--- config.mk ---
export PLATFORM = sky130hd
export DESIGN_NAME = one_hot_stream_decoder
export DESIGN_NICKNAME = d
export VERILOG_FILES = /design/src/rtl/one_hot_stream_decoder.sv
export SDC_FILE = /design/constraint.sdc
export NUM_CORES = 1
export LEC_CHECK = 0
export ABC_CLOCK_PERIOD_IN_PS = 1700
export CAP_MARGIN = 20
export CORE_MARGIN = 4
export CORE_UTILIZATION = 37
export DETAILED_ROUTE_END_ITERATION = 8
export GPL_ROUTABILITY_DRIVEN = 0
export PLACE_DENSITY = 0.87
export SYNTH_ARGS = -nofsm -noshare
export SYNTH_HDL_FRONTEND = slang
export SYNTH_SLANG_ARGS = --single-unit
--- constraint.sdc ---
create_clock -name clk -period 1.7 [get_ports clk]
set_input_delay 0.255 -clock clk [delete_from_list [all_inputs] [get_ports clk]]
set_output_delay 0.255 -clock clk [all_outputs]
set_load 0.01 [all_outputs]
--- src/rtl/one_hot_stream_decoder.sv ---
// Multi-lane two-stage one-hot -> binary decoder with valid/ready handshake.
// Optional saturating error counter enabled by defining ONEHOT_ERRCNT_EN.
module one_hot_stream_decoder #(
   parameter int VALUES   = 8,
   parameter int LANES    = 1,
   parameter int PRIORITY = 0
) (
   input  logic                                          clk,
   input  logic                                          reset,
   input  logic                                          in_valid,
   output logic                                          in_ready,
   input  logic [LANES*VALUES-1:0]                       in_vector,
   output logic                                          out_valid,
   input  logic                                          out_ready,
   output logic [LANES*((VALUES > 1) ? $clog2(VALUES) : 1)-1:0] out_binary,
   output logic [LANES-1:0]                              out_error,
   output logic [15:0]                                   err_count,
   input  logic                                          err_clear
);

   localparam int W = (VALUES > 1) ? $clog2(VALUES) : 1;

   logic                      s1_valid_q;
   logic [LANES*VALUES-1:0]   s1_vec_q;
   logic                      s2_valid_q;
   logic [LANES*W-1:0]        bin_q;
   logic [LANES-1:0]          err_q;

   logic                      s1_load;
   logic                      s2_load;
   logic [LANES*W-1:0]        bin_d;
   logic [LANES-1:0]          err_d;
   logic [LANES-1:0]          seen;
   logic [LANES-1:0]          multi;

   // S2 may refill in the same cycle it hands off, so in_ready sees out_ready combinationally.
   assign s2_load  = !s2_valid_q || out_ready;
   assign s1_load  = !s1_valid_q || s2_load;
   assign in_ready = s1_load;

   always_ff @(posedge clk) begin
      if (reset) begin
         s1_valid_q <= 1'b0;
      end else if (s1_load) begin
         s1_valid_q <= in_valid;
      end
   end

   always_ff @(posedge clk) begin
      if (s1_load && in_valid) begin
         s1_vec_q <= in_vector;
      end
   end

   always_comb begin
      bin_d = '0;
      err_d = '0;
      seen  = '0;
      multi = '0;
      for (int l = 0; l < LANES; l++) begin
         for (int i = 0; i < VALUES; i++) begin
            if (s1_vec_q[l*VALUES + i]) begin
               if (PRIORITY == 0) begin
                  bin_d[l*W +: W] = bin_d[l*W +: W] | W'(i);
               end else if (!seen[l]) begin
                  bin_d[l*W +: W] = W'(i);
               end
               multi[l] = multi[l] | seen[l];
               seen[l]  = 1'b1;
            end
         end
         err_d[l] = !seen[l] || multi[l];
      end
   end

   always_ff @(posedge clk) begin
      if (reset) begin
         s2_valid_q <= 1'b0;
         bin_q      <= '0;
         err_q      <= '0;
      end else if (s2_load) begin
         s2_valid_q <= s1_valid_q;
         if (s1_valid_q) begin
            bin_q <= bin_d;
            err_q <= err_d;
         end
      end
   end

   assign out_valid  = s2_valid_q;
   assign out_binary = bin_q;
   assign out_error  = err_q;

`ifdef ONEHOT_ERRCNT_EN
   logic [15:0] err_cnt_q;

   always_ff @(posedge clk) begin
      if (reset || err_clear) begin
         err_cnt_q <= 16'h0;
      end else if (s2_valid_q && out_ready && (|err_q) && (err_cnt_q != 16'hFFFF)) begin
         err_cnt_q <= err_cnt_q + 16'h1;
      end
   end

   assign err_count = err_cnt_q;
`else
   logic unused_err_clear;
   assign unused_err_clear = err_clear;
   assign err_count        = 16'h0;
`endif

endmodule

# Yosys cells after proc, flatten, opt, wreduce, memory -nomap -nowiden
# Cells that the tools add are included.
# op_classes
mux	22
reduce_logical	8
bitwise	6
# op_table
operator	n
2-to-1 mux 1 bit	16
2-to-1 mux 3 bit	4
OR 1 bit	6
2-to-1 mux 2 bit	2
logical NOT 1 bit	3
logical OR 1 bit	3
AND reduction 2 bit	1
logical AND 1 bit	1
# word_totals
reg_bits	14
out_inout_bits	22
input_bits	13

# Depth between registers and ports, before layout
# depth
depth_word	15
depth_mapped	5
mapped_depth_nobuf	4

# Least setup slack after synthesis
# No wires, ideal clock.
# synth_timing
kind	register to register
from	register s1_vec_q[3]
to	register err_q, in the netlist out_error
setup_slack_ps	390
stages_incl_launch_ff	5
synth_period_minus_slack_ps	1310
arrival_ps	1219
path_cell_list	edfxtp_1 nor4_2 xnor2_1 mux2i_1 a311oi_1
# synth_between
elab_chain_cells	10
# synth_rtl
item	line	source
start: declaration	24	logic [LANES*VALUES-1:0] s1_vec_q;
start signal: assignment	51	s1_vec_q <= in_vector;
2-to-1 mux 1 bit	62	if (s1_vec_q[l*VALUES + i]) begin
OR 1 bit	68	multi[l] = multi[l] | seen[l];
2-to-1 mux 1 bit	62	
OR 1 bit	68	
2-to-1 mux 1 bit	62	
OR 1 bit	68	
2-to-1 mux 1 bit	62	
OR 1 bit	68	
2-to-1 mux 1 bit	62	
logical OR 1 bit *	72	err_d[l] = !seen[l] || multi[l];
end signal: assignment	85	err_q <= err_d;
end: declaration	27	logic [LANES-1:0] err_q;
# Mark *: on every way between the ends. The rest lies on a longest branch, timed or not.
# A chain may end at the register's enable or synchronous reset.

# Worst setup path in the final report
# Same ends and word-level chain as after synthesis.

==> results.sh <==
export IMPL_htreeDepth=1
export IMPL_num_vias=452
export IMPL_clk_latency_ns=0.27
export IMPL_cp_max_fo=5
export IMPL_rows=15
export IMPL_final_cell_mix="conb_1 (16), clkdlybuf4s50_1 (16), nor2_1 (10)"
export IMPL_timing_rr_end="out_error"
export IMPL_final_area_um2=851
export IMPL_insertedDiodeCount=0
export IMPL_power_uw=731
export IMPL_overflow=0
export IMPL_first_global_vias=356
export IMPL_synth_cells=61
export IMPL_nets=96
export IMPL_final_layout_size_suffix_gt1_frac=0.0976
export IMPL_holdPathStages=2
export IMPL_hold_path_end="out_binary[1]"
export IMPL_layout_min_cycle_time_ns=1.43
export IMPL_rr_startpoint="s1_vec_q[3]"
export IMPL_synth_area_um2=662
export IMPL_cts_tree="built"
export IMPL_timing_final_crit_share=0.840
export IMPL_num_io_pins=35
export IMPL_synth_seq_area_share=0.544
export IMPL_worstHoldStart="out_binary[1]"
export IMPL_grtUsageTotal=0.0733
export IMPL_fp_dieH_um=50.3
export IMPL_worst_setup_path_start_kind="register"
export IMPL_wl_per_cell_um=9.10
export IMPL_ff2ff_path_depth=4
export IMPL_grt_pass1_wl_um=1410
export IMPL_cap_violations=0
export IMPL_cp_slowest_stage_delay_ns=0.47
export IMPL_pwr_density_cell_nw_per_um2=860
export IMPL_die_w_um=50.3
export IMPL_grt_antenna_before_repair=0
export IMPL_antenna_left=0
export IMPL_status="finished clean"
export IMPL_worstSetupPathType="reg2reg"
export IMPL_syn2layout_area_growth_pct=28.5
export IMPL_cts_hold_repair_buffers=0
export IMPL_setup_viol=0
export IMPL_grt_setup_unrepaired="false"
export IMPL_core_um2=1710
export IMPL_crit_family="flip-flops"
export IMPL_yosys_warnings=0
export IMPL_place_inst=102
export IMPL_cts_root_buffer="clkbuf_4"
export IMPL_finalHoldViolations=0
export IMPL_viasPerCell=4.22
export IMPL_fmax_mhz=700
export IMPL_critPathRequiredTime_ns=1.89
export IMPL_path_cells="nor4_2 -> xnor2_1 -> mux2i_1 -> a311oi_1"
export IMPL_place_hpwl_um=828
export IMPL_path_clk_slew_ns=0.08
export IMPL_crit_slowest_cell="edfxtp_1"
export IMPL_n_fill_cell=159
export IMPL_fin_cells=107
export IMPL_arrival_ns=1.62
export IMPL_initial_core_util=0.388
export IMPL_min_path_type="reg2reg"
export IMPL_final_core_util=0.498
export IMPL_ir_drop_mv=0.505
export IMPL_drc=0
export IMPL_clock_sinks=14
export IMPL_fin_setup_tns_ns=0
export IMPL_dpl_instance_area_um2=802
export IMPL_path_buf_inv=0
export IMPL_grt_max_degree=9
export IMPL_drtIter0Drc=4
export IMPL_r2r_setup_slack_ns=0.27
export IMPL_fin_worst_skew_ns=0.000810
export IMPL_numCtsBuffers=3
export IMPL_die_area_um2=2530
export IMPL_ys_ff_latch=14
export IMPL_final_max_slew_viol_count=0
export IMPL_syn_avg_cell_area_um2=10.9
export IMPL_drt_pass1_iter_count=3
export IMPL_clk_path_buf_depth=2
export IMPL_portBuffers=17
export IMPL_leakagePower_uw=0.000320
export IMPL_ys_types=18
export IMPL_routed_wl_um=974
export IMPL_end_kind="register"
[metal layers]
layer  routed length (µm)  vias to the layer above  share of wire  GRT usage
li1                     -                      225              -          -
met4                    0                        0              0     0.0404
met5                    0                        -              0          0
met2                  465                       24           0.48      0.126
met1                  401                      203           0.41     0.0804
met3                  107                        0           0.11     0.0208
[state kept, by name, summed over array words and instances (netlist names)]
signal,flops
s1_valid_q,1
out_valid,1
out_error,1
out_binary,3
s1_vec_q,8
[layout make-up]
type	instances	area (µm²)	area share
sequential	14	360	0.424
multi-input combinational	45	235	0.276
timing repair buffer	19	188	0.221
clock buffer	4	36.3	0.0426
tap	25	31.3	0.0368
[metrics by stage]
stage                     worst slack [ns]  hold slack, ns
after CTS                           0.0209           0.509
after global placement            -0.00534           0.486
after global routing                 0.176           0.514
after floorplan                      0.390           0.327
final                                0.271           0.503
after detailed placement           -0.0426           0.496
[cell families after synthesis]
logic type      after synthesis  synth area share
simple gates                 20             0.149
buf+inv                      17             0.189
flops                        14             0.544
compound gates                7            0.0832
xor+xnor                      1            0.0132
mux                           1            0.0151
other cells                   1           0.00567
[repair_timing]
action / CTS / global route
setup endpoints to repair: 1 / 1
gates resized for setup: 1 / 1
buffers inserted: 0 / 1
[power by group]
group	internal (µW)	total [µW]	switching, µW
Clock	130	235	105
Sequential	381	396	15.0
Combinational	53.5	101	47.4
Total	564	731	167
[worst max path at each step]
| stage | startpoint | endpoint | slack, ns | cells after the start |
|---|---|---|---|---|
| after floorplan | s1_vec_q[3] | out_error | 0.39 | 4 |
| after global placement | out_ready | in_ready | -0.005 | 4 |
| after detailed placement | out_ready | in_ready | -0.04 | 4 |
| after CTS | out_ready | in_ready | 0.02 | 4 |
| after global routing | s1_vec_q[3] | out_error | 0.18 | 4 |
| final | s1_vec_q[3] | out_error | 0.27 | 4 |
[worst reg2reg max path, stage by stage (launching register included)]
cell      delay (ns)
edfxtp_1        0.47
nor4_2          0.38
xnor2_1         0.16
mux2i_1         0.09
a311oi_1        0.25
[synthesized netlist by cell type, drive strengths merged]
library cell / number / area share
conb: 1 / 0.0057
mux2i: 1 / 0.015
dfxtp: 6 / 0.18
xnor2: 1 / 0.013
nand2: 2 / 0.011
buf: 17 / 0.19
a21oi: 1 / 0.0076
nor2b: 2 / 0.019
and2: 1 / 0.0095
nor4: 3 / 0.038
a311oi: 3 / 0.040
edfxtp: 8 / 0.36
nor2: 10 / 0.057
nor3: 2 / 0.015
a221oi: 1 / 0.013
a211oi: 2 / 0.023
No activity file was read; power rests on OpenSTA's default activity.
==> RTL edit, RTL diff (same settings) <==
The option `ONEHOT_ERRCNT_EN` is turned on by a define.
--- a/src/rtl/one_hot_stream_decoder.sv
+++ b/src/rtl/one_hot_stream_decoder.sv
@@ -1,4 +1,6 @@
 // Multi-lane two-stage one-hot -> binary decoder with valid/ready handshake.
 // Optional saturating error counter enabled by defining ONEHOT_ERRCNT_EN.
+`define ONEHOT_ERRCNT_EN
+
 module one_hot_stream_decoder #(
    parameter int VALUES   = 8,
Check against the original RTL: not equivalent (Yosys sat finds a counterexample within 4 cycles, from zero or initial values and one cycle with reset high).
==> RTL edit against the unedited design <==
  * First-iteration DRC count increased to 11 times the old value
  * Highest routed layer is now met4
  * Total power increased by 110%
  * Area after synthesis increased by 100%
  * Combinational power increased by 4%
  * Worst setup slack got worse by 0.23 ns
  * Final area increased by 140%
  * Non-clock buffer count increased by 41
  * Fmax decreased by 14%
  * Largest cell class is now multi-input gates
  * Critical path type unchanged
  * Sequential cell count increased by 16
  * Routed wire length increased to 3.4 times the old value
  * Clock skew increased by 0.0039 ns
  * Core utilization increased by 11 points
  * Count of clock-buffer cells in the layout increased by 1
==> RTL edit: results (changes against the unedited design) <==
| Metric | Value |
|---|---|
| P_leak | `0.7333 nW (+130%)` |
| Max stage delay on crit path | `0.56 ns (+0.09 ns)` |
| CP arrival | `1.82 ns (+0.20 ns)` |
| Max Root-Sink Buffers | `2 (unchanged)` |
| Vias in the first global route | `1231 (+250%)` |
| CP Max Fanout | `4 (-1)` |
| Routed vias/inst | `5.047 (+19%)` |
| Detailed placer's ending HPWL | `2.516 mm (+200%)` |
| Layout cells sized above 1 | `0.2238 (+0.1262)` |
| Initial antenna violation count | `0 (unchanged)` |
| Final ANT Viol Nets | `0 (unchanged)` |
| Pre-antenna DRT Iters | `4 (+1)` |
| Worst VDD drop | `0.0006680 V (+32%)` |
| Area contributors post-synth | `dfxtp_1 33%, edfxtp_1 18%, nor2_1 8.1%` |
| Met2 Use GR | `0.2622 (+0.1361)` |
| Global Route Usage Sum | `0.1568 (+0.08359)` |
| CTS Buf Count | `5 (+2)` |
| Post-Synth Adder-Cell Area | `0.01667 (+0.01667)` |
| Max reg flops | `16 (+8)` |
| Most frequent cells after synthesis | `29 x nor2_1, 22 x dfxtp_1, 10 x nand2_1, 10 x nand3_1, 10 x xnor2_1` |
| DRT Wirelength | `3.283 mm (+240%)` |
| Initial DRC count | `45 (+41)` |
| M1 WL | `1.299 mm (+220%)` |
| Xor/xnor share of the synthesized area | `0.07130 (+0.05806)` |
| Dpl ws | `-0.2638 ns (-0.2212 ns)` |
| Metal2 WL | `1.727 mm (+270%)` |
| Synthesis Warnings | `0 (unchanged)` |
| Worst-Skew Late Latency | `0.28 ns` |
| Syn Nets | `159` |
| Fin cells | `256 (+140%)` |
| Synth Area in Compound Gates | `0.06389 (-0.01929)` |
| Placed cell count | `246 (+140%)` |
| Clock tree root buffer cell | `clkbuf_8` |
| Port buffer count | `34 (+17)` |
| CP max-delay cell | `or4_4` |
| Clock transition at the registers of the reported paths | `0.06 ns (-0.02 ns)` |
| Max Used Layer | `met4` |
| Outcome | `finished clean` |
| Post-Syn Instances | `145 (+140%)` |
| # diodes | `0 (unchanged)` |
| Number of synthesized flops with an enable pin | `8 (unchanged)` |
| Final net count | `223 (+130%)` |
| Top FF cell, synth | `dfxtp_1` |
| Filler instances | `297 (+87%)` |
| Met3 routed WL | `188 um (+76%)` |
| Sequential fraction of the synthesis area | `0.5037 (-0.04072)` |
| Mux contribution to synthesized area | `0.007407 (-0.007715)` |
| Placement-stage cell area | `0.001918 mm^2 (+140%)` |
| H-tree level count | `2 (+1)` |
| Power Internal | `1.249 mW (+120%)` |
| Netlist cell types | `32 (+14)` |
| First-pass GRT wire length | `5.388 mm (+280%)` |
| GR Util met1 | `0.1769 (+0.09657)` |
| Largest net degree at the start of global routing | `17 (+8)` |
| FF+latch area | `684.4 um^2 (+90%)` |
| Met3 Resource Use GR | `0.05255 (+0.03177)` |
| Clock Skew | `0.004725 ns (+0.003916 ns)` |
[RTL edit: cells by family (layout without fill, tap and decap cells)]
| logic type | after synthesis | count (layout) |
|---|---|---|
| AOI/OAI and AO/OA | 14 | 14 |
| xor gates and xnor gates | 11 | 11 |
| adders and majority gates | 2 | 2 |
| buffers and inverters | 5 | 70 |
| DFF | 30 | 30 |
| muxes | 1 | 1 |
| and+or+nand+nor | 82 | 82 |
[RTL edit: area by class of cell]
| class | count | area share |
|---|---|---|
| repair buffers | 60 | 0.2569 |
| inverters | 2 | 0.003610 |
| well taps | 46 | 0.02768 |
| multi-input cells | 110 | 0.3303 |
| flip-flops and latches | 30 | 0.3291 |
| clock inverters | 3 | 0.01925 |
| clock buffers | 5 | 0.03309 |
[RTL edit: what timing repair did]
item / in CTS / in global routing
gates resized for setup: 1 / 10
setup endpoints to repair: 1 / 7
setup buffers: 0 / 2
pin swaps: 0 / 4
[RTL edit: worst paths after layout]
kind	from	endpoint	slack [ns]	depth (start not counted)
hold reg to reg	out_binary[1]	out_binary[1]	0.50	2
setup reg to reg	err_count[1]	err_count[12]	0.04	6
hold / removal	out_binary[1]	out_binary[1]	0.50	2
setup / recovery	err_count[1]	err_count[12]	0.04	6
[RTL edit: power groups by stage]
| stage | clock network (mW) | logic [mW] | registers, mW |
|---|---|---|---|
| floorplan | 0 | 0.0364 | 0.789 |
| global placement | 0 | 0.0996 | 0.787 |
| detailed placement | 0 | 0.103 | 0.788 |
| CTS | 0.698 | 0.102 | 0.772 |
| global route | 0.748 | 0.115 | 0.776 |
| finish | 0.683 | 0.105 | 0.773 |
[RTL edit: worst max-delay path: cells and delay by family (launching register included)]
kind                       cells  cell delay, ns
adders and majority gates      1            0.16
DFF                            1            0.35
muxes                          1            0.20
and+or+nand+nor                4            0.84
